## config.mk

```make
export PLATFORM = sky130hd
export DESIGN_NAME = bcd_gated_counter
export DESIGN_NICKNAME = d
export VERILOG_FILES = /design/src/rtl/bcd_gated_counter.sv
export SDC_FILE = /design/constraint.sdc
export NUM_CORES = 1
export LEC_CHECK = 0
export CAP_MARGIN = 20
export CORE_MARGIN = 10
export CORE_UTILIZATION = 55
export CTS_BUF_LIST = sky130_fd_sc_hd__clkbuf_4 sky130_fd_sc_hd__clkbuf_8 sky130_fd_sc_hd__clkbuf_16
export DETAILED_ROUTE_END_ITERATION = 7
export PLACE_DENSITY_LB_ADDON = 0.12
export SLEW_MARGIN = 15
export SYNTH_ARGS = -nofsm -noshare
export SYNTH_HDL_FRONTEND = slang
export SYNTH_SLANG_ARGS = --single-unit
```

## constraint.sdc

```tcl
create_clock -name Count_CP -period 3.9 [get_ports Count_CP]
set_input_delay 0.585 -clock Count_CP [delete_from_list [all_inputs] [get_ports Count_CP]]
set_output_delay 0.585 -clock Count_CP [all_outputs]
set_load 0.05 [all_outputs]
```

## src/rtl/bcd_gated_counter.sv

```systemverilog
`default_nettype none
// +--------------------------------------------------------------------------+
// | Module   : bcd_gated_counter                                             |
// | Purpose  : gated N-digit BCD + binary event counter with store latches,  |
// |            sticky overflow flags, leading-zero blank mask and Valid.     |
// | Revision : 1.0 - initial release                                         |
// +--------------------------------------------------------------------------+
module bcd_gated_counter #(
  parameter int DIGITS   = 6,
  parameter int BIN_W    = 20,
  parameter int SATURATE = 1
) (
  input  logic                  Count_CP,
  input  logic                  RST,
  input  logic                  En,
  input  logic                  Clear,
  input  logic                  Store,
  output logic [4*DIGITS-1:0]   BCD,
  output logic [BIN_W-1:0]      count,
  output logic                  BCD_Ovf,
  output logic                  Bin_Ovf,
  output logic [DIGITS-1:0]     Blank,
  output logic                  Valid
);

  localparam logic              C_SAT       = (SATURATE != 0);
  localparam logic [DIGITS-1:0] C_BLANK_RST = ~((DIGITS)'(1));

  logic [4*DIGITS-1:0] bcd_q, bcd_d, bcd_inc;
  logic [BIN_W-1:0]    bin_q, bin_d;
  logic                bcd_ovf_q, bcd_ovf_d, bin_ovf_q, bin_ovf_d;
  logic                bcd_wrap, bin_wrap, carry, zero_above;
  logic [DIGITS-1:0]   blank_w;

  logic [4*DIGITS-1:0] bcd_lat_q, bcd_lat_d;
  logic [BIN_W-1:0]    cnt_lat_q, cnt_lat_d;
  logic                bcd_ovf_lat_q, bcd_ovf_lat_d, bin_ovf_lat_q, bin_ovf_lat_d;
  logic [DIGITS-1:0]   blank_lat_q, blank_lat_d;
  logic                valid_q, valid_d;

  // Ripple the enable up through the digits; the carry out of the top
  // digit marks an all-nines increment, i.e. BCD overflow.
  always_comb begin
    bcd_inc = bcd_q;
    carry   = En;
    for (int k = 0; k < DIGITS; k++) begin
      if (carry) begin
        if (bcd_q[4*k +: 4] == 4'd9) bcd_inc[4*k +: 4] = 4'd0;
        else                         bcd_inc[4*k +: 4] = bcd_q[4*k +: 4] + 4'd1;
      end
      carry = carry & (bcd_q[4*k +: 4] == 4'd9);
    end
    bcd_wrap = carry;
  end

  always_comb begin
    blank_w    = '0;
    zero_above = 1'b1;
    for (int k = DIGITS - 1; k >= 0; k--) begin
      zero_above = zero_above & (bcd_q[4*k +: 4] == 4'd0);
      blank_w[k] = zero_above;
    end
    blank_w[0] = 1'b0;
  end

  always_comb begin
    bin_wrap = En & (&bin_q);
    if (Clear) begin
      bcd_d     = '0;
      bin_d     = '0;
      bcd_ovf_d = 1'b0;
      bin_ovf_d = 1'b0;
    end else begin
      bcd_d     = (bcd_wrap && C_SAT) ? bcd_q : bcd_inc;
      bin_d     = (bin_wrap && C_SAT) ? bin_q : bin_q + BIN_W'(En);
      bcd_ovf_d = bcd_ovf_q | bcd_wrap;
      bin_ovf_d = bin_ovf_q | bin_wrap;
    end
  end

  // Latches sample the pre-edge live state, so Store sees the value
  // from before any same-cycle increment or clear.
  always_comb begin
    bcd_lat_d     = bcd_lat_q;
    cnt_lat_d     = cnt_lat_q;
    bcd_ovf_lat_d = bcd_ovf_lat_q;
    bin_ovf_lat_d = bin_ovf_lat_q;
    blank_lat_d   = blank_lat_q;
    valid_d       = Store;
    if (Store) begin
      bcd_lat_d     = bcd_q;
      cnt_lat_d     = bin_q;
      bcd_ovf_lat_d = bcd_ovf_q;
      bin_ovf_lat_d = bin_ovf_q;
      blank_lat_d   = blank_w;
    end
  end

  always_ff @(posedge Count_CP or posedge RST) begin
    if (RST) begin
      bcd_q         <= '0;
      bin_q         <= '0;
      bcd_ovf_q     <= 1'b0;
      bin_ovf_q     <= 1'b0;
      bcd_lat_q     <= '0;
      cnt_lat_q     <= '0;
      bcd_ovf_lat_q <= 1'b0;
      bin_ovf_lat_q <= 1'b0;
      blank_lat_q   <= C_BLANK_RST;
      valid_q       <= 1'b0;
    end else begin
      bcd_q         <= bcd_d;
      bin_q         <= bin_d;
      bcd_ovf_q     <= bcd_ovf_d;
      bin_ovf_q     <= bin_ovf_d;
      bcd_lat_q     <= bcd_lat_d;
      cnt_lat_q     <= cnt_lat_d;
      bcd_ovf_lat_q <= bcd_ovf_lat_d;
      bin_ovf_lat_q <= bin_ovf_lat_d;
      blank_lat_q   <= blank_lat_d;
      valid_q       <= valid_d;
    end
  end

  assign BCD     = bcd_lat_q;
  assign count   = cnt_lat_q;
  assign BCD_Ovf = bcd_ovf_lat_q;
  assign Bin_Ovf = bin_ovf_lat_q;
  assign Blank   = blank_lat_q;
  assign Valid   = valid_q;

endmodule
`default_nettype wire

```

==> PnR_summary.wiki, run 1 <==
{| class="wikitable"
! Metric !! Value
|-
| Run status || finished clean
|-
| Clock-pin slew on the worst setup and hold paths || 0.10 ns
|-
| Max Transition Viols Final || 0
|-
| Core area || 0.008217 mm^2
|-
| Area of all sequential standard cells || 0.002459 mm^2
|-
| GP Congestion || 0.8053
|-
| Yosys top cell by area || sky130_fd_sc_hd__dfrtp_1
|-
| Cell count after synthesis || 416
|-
| Fill cells || 663
|-
| Proportion of layout cells with a drive suffix above 1 || 0.1778
|-
| Slew at the pin closest to its max-slew limit || 0.8352 ns
|-
| Number of design rule violations left after detail routing || 0
|-
| Area of the mapped netlist || 0.004632 mm^2
|-
| Final worst clock skew || 0.008299 ns
|-
| Cell depth of the worst hold path || 2
|-
| Crit end category || flop
|-
| Height of the chip || 111.8 um
|-
| Fraction of registers with async set or reset after synthesis || 1.000
|-
| Syn_area_per_cell || 11.13 um^2
|-
| Placement row count || 33
|-
| CP max stage cell || sky130_fd_sc_hd__clkdlybuf4s50_1
|-
| Placement-stage worst setup slack || 0.9367 ns
|-
| Number of max-cap violations || 0
|-
| Headroom to the max-slew limit || 0.4389
|-
| Most frequently used cell type in the post-synthesis netlist || sky130_fd_sc_hd__dfrtp_1
|-
| Worst-case clock buffer depth || 2
|-
| Worst reg2reg endpoint || bcd_q[14]
|-
| Post-CTS setup-driven buffer insertion count || 0
|-
| Die area || 0.01249 mm^2
|-
| Slack of the critical path || 1.280 ns
|-
| Setup repair after global routing missed its margin || no
|-
| Initial standard-cell utilization of the core || 0.5637
|-
| Flop2flop setup slack || 1.65 ns
|-
| Post-Route Setup TNS || 0 ns
|-
| Synth-to-Final Area Change || 18.10%
|-
| Drt first pass iters || 4
|-
| Worst hold slack || 0.4724 ns
|-
| Post-synthesis sequential element count || 98
|-
| Ordered cell list for the critical path || clkdlybuf4s50_1 > ha_1 > nand3_1 > or3_1 > or4_1 > a21oi_1
|-
| Post-detailed-placement cell area || 0.005286 mm^2
|-
| Primary FF master, synth || sky130_fd_sc_hd__dfrtp_1
|-
| CTS tree || done
|-
| Power density normalized to cell area || 328.9 mW/mm^2
|-
| Final period demand of the worst path || 2.620 ns
|-
| Number of buffers inserted by port buffering || 56
|-
| Maximum number of pins on one net before global-route repair || 53
|-
| Most frequent cells after synthesis || sky130_fd_sc_hd__dfrtp_1 (93), sky130_fd_sc_hd__mux2_2 (47), sky130_fd_sc_hd__nor2_1 (39)
|-
| Ports placed on the boundary || 58
|-
| Number of gates resized after CTS || 0
|-
| Number of enable-type register cells in the synthesized netlist || 0
|-
| Number of setup violations in the final report || 0
|-
| Final wirelength || 9.867 mm
|-
| CTS sink cnt || 98
|-
| Number of buffers inserted for hold repair after clock tree synthesis || 0
|-
| Diode count || 0
|-
| Combined global-route utilization of all metal layers || 0.1627
|-
| Hold Path End || Blank[5]
|-
| Initial antenna violation count || 0
|-
| Sequential cell area fraction in the yosys report || 0.5308
|-
| Reg2reg start || bcd_q[1]
|-
| Area occupied by multi-input gates || 0.002018 mm^2
|-
| Worst-path maximum fanout || 11
|-
| Critical path data arrival time || 2.91 ns
|-
| Setup Crit Path Kind || input pin to flop
|-
| Startpoint Class || input pin
|-
| Design Area, Final || 0.005470 mm^2
|-
| Max H-tree Level || 3
|-
| Via count of the first global-routing pass || 3587
|-
| Highest clock rate || 0.3816 GHz
|-
| Number of endpoints with negative hold slack in the final report || 0
|-
| Cells taking the most area after synthesis || sky130_fd_sc_hd__dfrtp_1 (50%), sky130_fd_sc_hd__mux2_2 (11%), sky130_fd_sc_hd__ha_1 (4.3%)
|-
| Overall Power || 0.001799 W
|-
| Via count || 3320
|-
| Static Leakage || 2.448 nW
|-
| Die outline width || 111.8 um
|-
| Slowest cell delay on critical path || 0.71 ns
|-
| Fin crit share || 0.6719
|-
| First-pass GRT wire length || 17.21 mm
|-
| Total CTS buffers || 9
|-
| Beginning of the worst hold path || Blank[5]
|-
| Clock latency reported for the late side of the worst-skew pair || 0.37 ns
|-
| Cell at the root of the clock tree || sky130_fd_sc_hd__clkbuf_8
|-
| Congestion Overflow GR || 0
|-
| Initial DRC count || 56
|-
| Fraction of post-synthesis cell area in the top cell type by area || 0.5024
|-
| Post-layout net count || 494
|-
| Count of distinct cell types in the synthesized netlist || 53
|-
| Crit path from || En
|-
| Routed length per instance || 16.92 um
|-
| Post-route ant nets || 0
|-
| Depth of the most critical reg-to-reg path || 7
|-
| Ys Warns || 0
|-
| Number of vias per cell after detailed routing || 5.695
|-
| VDD IR-drop max || 0.2418 mV
|-
| Post-detail-place hpwl || 6.872 mm
|-
| Kind of path behind the tightest hold check || flop to flop
|-
| Critical path data required time || 4.19 ns
|-
| Syn Nets || 437
|}
## state kept, by name, summed over array words and instances (netlist names)
| name | cells |
|---|---|
| bcd_q | 24 |
| Valid | 1 |
| bin_q | 20 |
| BCD_Ovf | 1 |
| count | 20 |
| bcd_ovf_q | 1 |
| Bin_Ovf | 1 |
| BCD | 24 |
| Blank | 5 |
| bin_ovf_q | 1 |
## power by group
part	switching, W	internal (W)	leakage [nW]
logic	0.0000903	0.0000405	1.01
clock network	0.000368	0.000260	0.0933
registers	0.00000983	0.00103	1.34
## stage by stage
| stage | cells | utilization |
|---|---|---|
| 6_report | 583 | 0.6658 |
| 5_1_grt | 583 | 0.6658 |
| 4_1_cts | 583 | 0.6658 |
| 3_5_place_dp | 567 | 0.6434 |
| 3_3_place_gp | 567 | 0.6434 |
| 2_1_floorplan | 416 | - |
## layer usage
| layer | vias up | part of all wire | track usage |
|---|---|---|---|
| met5 | - | 0 | 0 |
| met4 | 0 | 0.015 | 0.05141 |
| met3 | 15 | 0.048 | 0.04885 |
| met2 | 54 | 0.53 | 0.2922 |
| met1 | 1660 | 0.41 | 0.1792 |
| li1 | 1591 | - | - |
## kinds of logic after synthesis
| logic type | after synthesis | share of synthesized area |
|---|---|---|
| compound gates | 58 | 0.07699 |
| xor+xnor | 11 | 0.02080 |
| fa+ha+maj | 16 | 0.04322 |
| buf+inv | 37 | 0.03349 |
| flops | 98 | 0.5308 |
| mux | 53 | 0.1272 |
| other cells | 1 | 0.0008096 |
| simple gates | 142 | 0.1667 |
## cell usage in the layout, fill, tap and decap left out, types with 6 or more instances in the layout
cell / instances
sky130_fd_sc_hd__a21oi_1: 19
sky130_fd_sc_hd__clkbuf_8: 10
sky130_fd_sc_hd__clkdlybuf4s50_1: 55
sky130_fd_sc_hd__dfrtp_1: 93
sky130_fd_sc_hd__ha_1: 16
sky130_fd_sc_hd__inv_1: 21
sky130_fd_sc_hd__mux2_2: 47
sky130_fd_sc_hd__mux2i_1: 6
sky130_fd_sc_hd__nand2_1: 20
sky130_fd_sc_hd__nand3_1: 17
sky130_fd_sc_hd__nor2_1: 39
sky130_fd_sc_hd__nor3_1: 12
sky130_fd_sc_hd__o21ai_0: 14
sky130_fd_sc_hd__or3_1: 9
sky130_fd_sc_hd__or4_1: 7
sky130_fd_sc_hd__xor2_1: 8
## how the worst max path moves through the flow
stage / end / cells past startpoint
5_1_grt: bin_q[12] / 8
4_1_cts: bin_q[13] / 6
3_5_place_dp: bin_q[13] / 6
2_1_floorplan: BCD[0] / 1
6_report: bin_q[13] / 6
3_3_place_gp: bin_q[13] / 6
## layout make-up
type / instances / area share
Clock buffer: 11 / 0.02653
Sequential cell: 98 / 0.4495
Timing Repair Buffer: 61 / 0.1084
Tap cell: 105 / 0.02402
Clock inverter: 5 / 0.007091
Multi-Input combinational cell: 281 / 0.3689
Inverter: 22 / 0.01555
## critical path, delay by kind of cell
family,cells,cell delay (ns)
simple gates,3,1.19
buf+inv,1,0.71
fa+ha+maj,1,0.27
compound gates,1,0.15
No activity file was read; power rests on OpenSTA's default activity.
==> run 2: changes to the inputs <==
CORE_UTILIZATION = 50   (was 55)
clock period = 2.33 ns   (was 3.9 ns; I/O delays follow)
==> PnR_summary.wiki, run 2 (same netlist as run 1, synthesis figures left out) <==
{| class="wikitable"
! Metric !! Value
|-
| Cell at the root of the clock tree || sky130_fd_sc_hd__clkbuf_8
|-
| Post-detailed-placement cell area || 0.005428 mm^2
|-
| Combined global-route utilization of all metal layers || 0.1505
|-
| Startpoint Class || flop
|-
| Worst-case clock buffer depth || 2
|-
| Headroom to the max-slew limit || 0.5626
|-
| Flop2flop setup slack || 0.26 ns
|-
| Cell depth of the worst hold path || 3
|-
| Highest clock rate || 0.4833 GHz
|-
| Number of buffers inserted by port buffering || 56
|-
| Kind of path behind the tightest hold check || input pin to flop
|-
| Initial DRC count || 170
|-
| Diode count || 0
|-
| Die area || 0.01351 mm^2
|-
| Post-route ant nets || 0
|-
| Number of vias per cell after detailed routing || 5.582
|-
| Top library cells by usage in the layout, fill and taps aside || sky130_fd_sc_hd__dfrtp_1 (93), sky130_fd_sc_hd__clkdlybuf4s50_1 (55), sky130_fd_sc_hd__mux2_2 (47), sky130_fd_sc_hd__nor2_1 (39), sky130_fd_sc_hd__inv_1 (21)
|-
| Routed length per instance || 16.20 um
|-
| Crit path from || bcd_q[9]
|-
| GP Congestion || 0.8270
|-
| Static Leakage || 2.529 nW
|-
| Fill cells || 772
|-
| Number of setup violations in the final report || 0
|-
| Via count || 3377
|-
| Number of design rule violations left after detail routing || 0
|-
| Congestion Overflow GR || 0
|-
| Setup Crit Path Kind || flop to flop
|-
| Post-CTS setup-driven buffer insertion count || 0
|-
| Die outline width || 116.3 um
|-
| Design Area, Final || 0.005627 mm^2
|-
| Max Transition Viols Final || 0
|-
| Worst reg2reg endpoint || bcd_q[19]
|-
| Initial standard-cell utilization of the core || 0.5085
|-
| Final wirelength || 9.804 mm
|-
| Final worst clock skew || 0.01404 ns
|-
| Height of the chip || 116.3 um
|-
| Fin crit share || 0.8880
|-
| CTS sink cnt || 98
|-
| Number of max-cap violations || 0
|-
| Initial antenna violation count || 0
|-
| Critical path data required time || 2.58 ns
|-
| Post-layout net count || 510
|-
| Final period demand of the worst path || 2.069 ns
|-
| Via count of the first global-routing pass || 3441
|-
| Ports placed on the boundary || 58
|-
| Run status || finished clean
|-
| Max H-tree Level || 3
|-
| Worst-path maximum fanout || 5
|-
| Post-Route Setup TNS || 0 ns
|-
| Clock latency reported for the late side of the worst-skew pair || 0.37 ns
|-
| Commonest non-fill, non-tap cell in the layout || sky130_fd_sc_hd__dfrtp_1
|-
| Crit end category || flop
|-
| Critical path data arrival time || 2.32 ns
|-
| Clock-pin slew on the worst setup and hold paths || 0.09 ns
|-
| Drt first pass iters || 4
|-
| First-pass GRT wire length || 16.50 mm
|-
| Power density normalized to cell area || 549.2 mW/mm^2
|-
| Setup repair after global routing missed its margin || no
|-
| VDD IR-drop max || 0.2744 mV
|-
| Number of buffers inserted for hold repair after clock tree synthesis || 0
|-
| Total CTS buffers || 9
|-
| Synth-to-Final Area Change || 21.47%
|-
| CTS tree || done
|-
| Post-detail-place hpwl || 6.948 mm
|-
| Depth of the most critical reg-to-reg path || 7
|-
| Slew at the pin closest to its max-slew limit || 0.6561 ns
|-
| Reg2reg start || bcd_q[9]
|-
| Number of gates resized after CTS || 0
|-
| Maximum number of pins on one net before global-route repair || 99
|-
| Capture point of the worst path || bcd_q[19]
|-
| Placement row count || 35
|-
| Proportion of layout cells with a drive suffix above 1 || 0.2045
|-
| Number of endpoints with negative hold slack in the final report || 0
|-
| Core area || 0.009109 mm^2
|}
## run 2: cell types whose count changed in the layout (fill, tap and decap cells not counted)
cell | previous run | this run
sky130_fd_sc_hd__buf_4 | 5 | 20
sky130_fd_sc_hd__clkinvlp_4 | 1 | 4
sky130_fd_sc_hd__clkbuf_4 | 1 | 3
sky130_fd_sc_hd__clkinv_4 | 2 | 0
sky130_fd_sc_hd__buf_12 | 0 | 1
sky130_fd_sc_hd__bufinv_16 | 0 | 1
sky130_fd_sc_hd__clkbuf_8 | 10 | 9
sky130_fd_sc_hd__clkinv_2 | 1 | 0
sky130_fd_sc_hd__inv_4 | 1 | 0
sky130_fd_sc_hd__inv_6 | 1 | 0
## run 2: area by class of cell
| type | count | area [um^2] | area share |
|---|---|---|---|
| well taps | 111 | 138.9 | 0.02468 |
| inverters | 22 | 86.33 | 0.01534 |
| flip-flops and latches | 98 | 2459 | 0.4370 |
| repair buffers | 77 | 725.7 | 0.1290 |
| clock buffers | 12 | 146.4 | 0.02602 |
| clock inverters | 4 | 52.55 | 0.009340 |
| multi-input cells | 281 | 2018 | 0.3587 |
## run 2: power by group
group	total, W	leakage, nW	switching, W	internal, W
Clock	0.00113	0.0931	0.000595	0.000533
Sequential	0.00174	1.34	0.0000169	0.00172
Combinational	0.000220	1.09	0.000148	0.0000716
## run 2: critical path, stage by stage, from the launching register on
cell                      delay [ns]
sky130_fd_sc_hd__dfrtp_1        0.45
sky130_fd_sc_hd__inv_1          0.11
sky130_fd_sc_hd__ha_1           0.20
sky130_fd_sc_hd__and3b_1        0.25
sky130_fd_sc_hd__nand3_1        0.19
sky130_fd_sc_hd__nor3_1         0.40
sky130_fd_sc_hd__mux2i_1        0.25
sky130_fd_sc_hd__a31oi_1        0.11
## run 2: worst min-delay path by stage
stage,start,end,slack [ns]
floorplan,Store,Valid,0.38
global placement,Blank[3],Blank[3],0.46
detailed placement,Blank[2],Blank[2],0.46
CTS,Store,Blank[4],0.37
global route,Store,Blank[4],0.39
finish,Store,Blank[5],0.39
## run 2: per-stage QoR
| stage | hold slack (ns) | cells | total power [W] | utilization | worst slack (ns) |
|---|---|---|---|---|---|
| after global routing | 0.3931 | 605 | 0.003214 | 0.6177 | 0.09877 |
| final | 0.3872 | 605 | 0.003090 | 0.6177 | 0.2609 |
| after CTS | 0.3721 | 605 | 0.003119 | 0.6177 | 0.2484 |
| after detailed placement | 0.4597 | 589 | 0.002002 | 0.5959 | 0.01544 |
| after global placement | 0.4559 | 589 | 0.001997 | 0.5959 | 0.07010 |
| after floorplan | 0.3809 | 416 | 0.001928 | - | 0.3975 |
## run 2: per-layer routing
metal / GRT usage / vias to the layer above / share of wire
met1: 0.1822 / 1693 / 0.44
met5: 0 / - / 0
met4: 0.05838 / 0 / 0.018
met3: 0.03647 / 14 / 0.044
li1: - / 1624 / -
met2: 0.2530 / 46 / 0.50
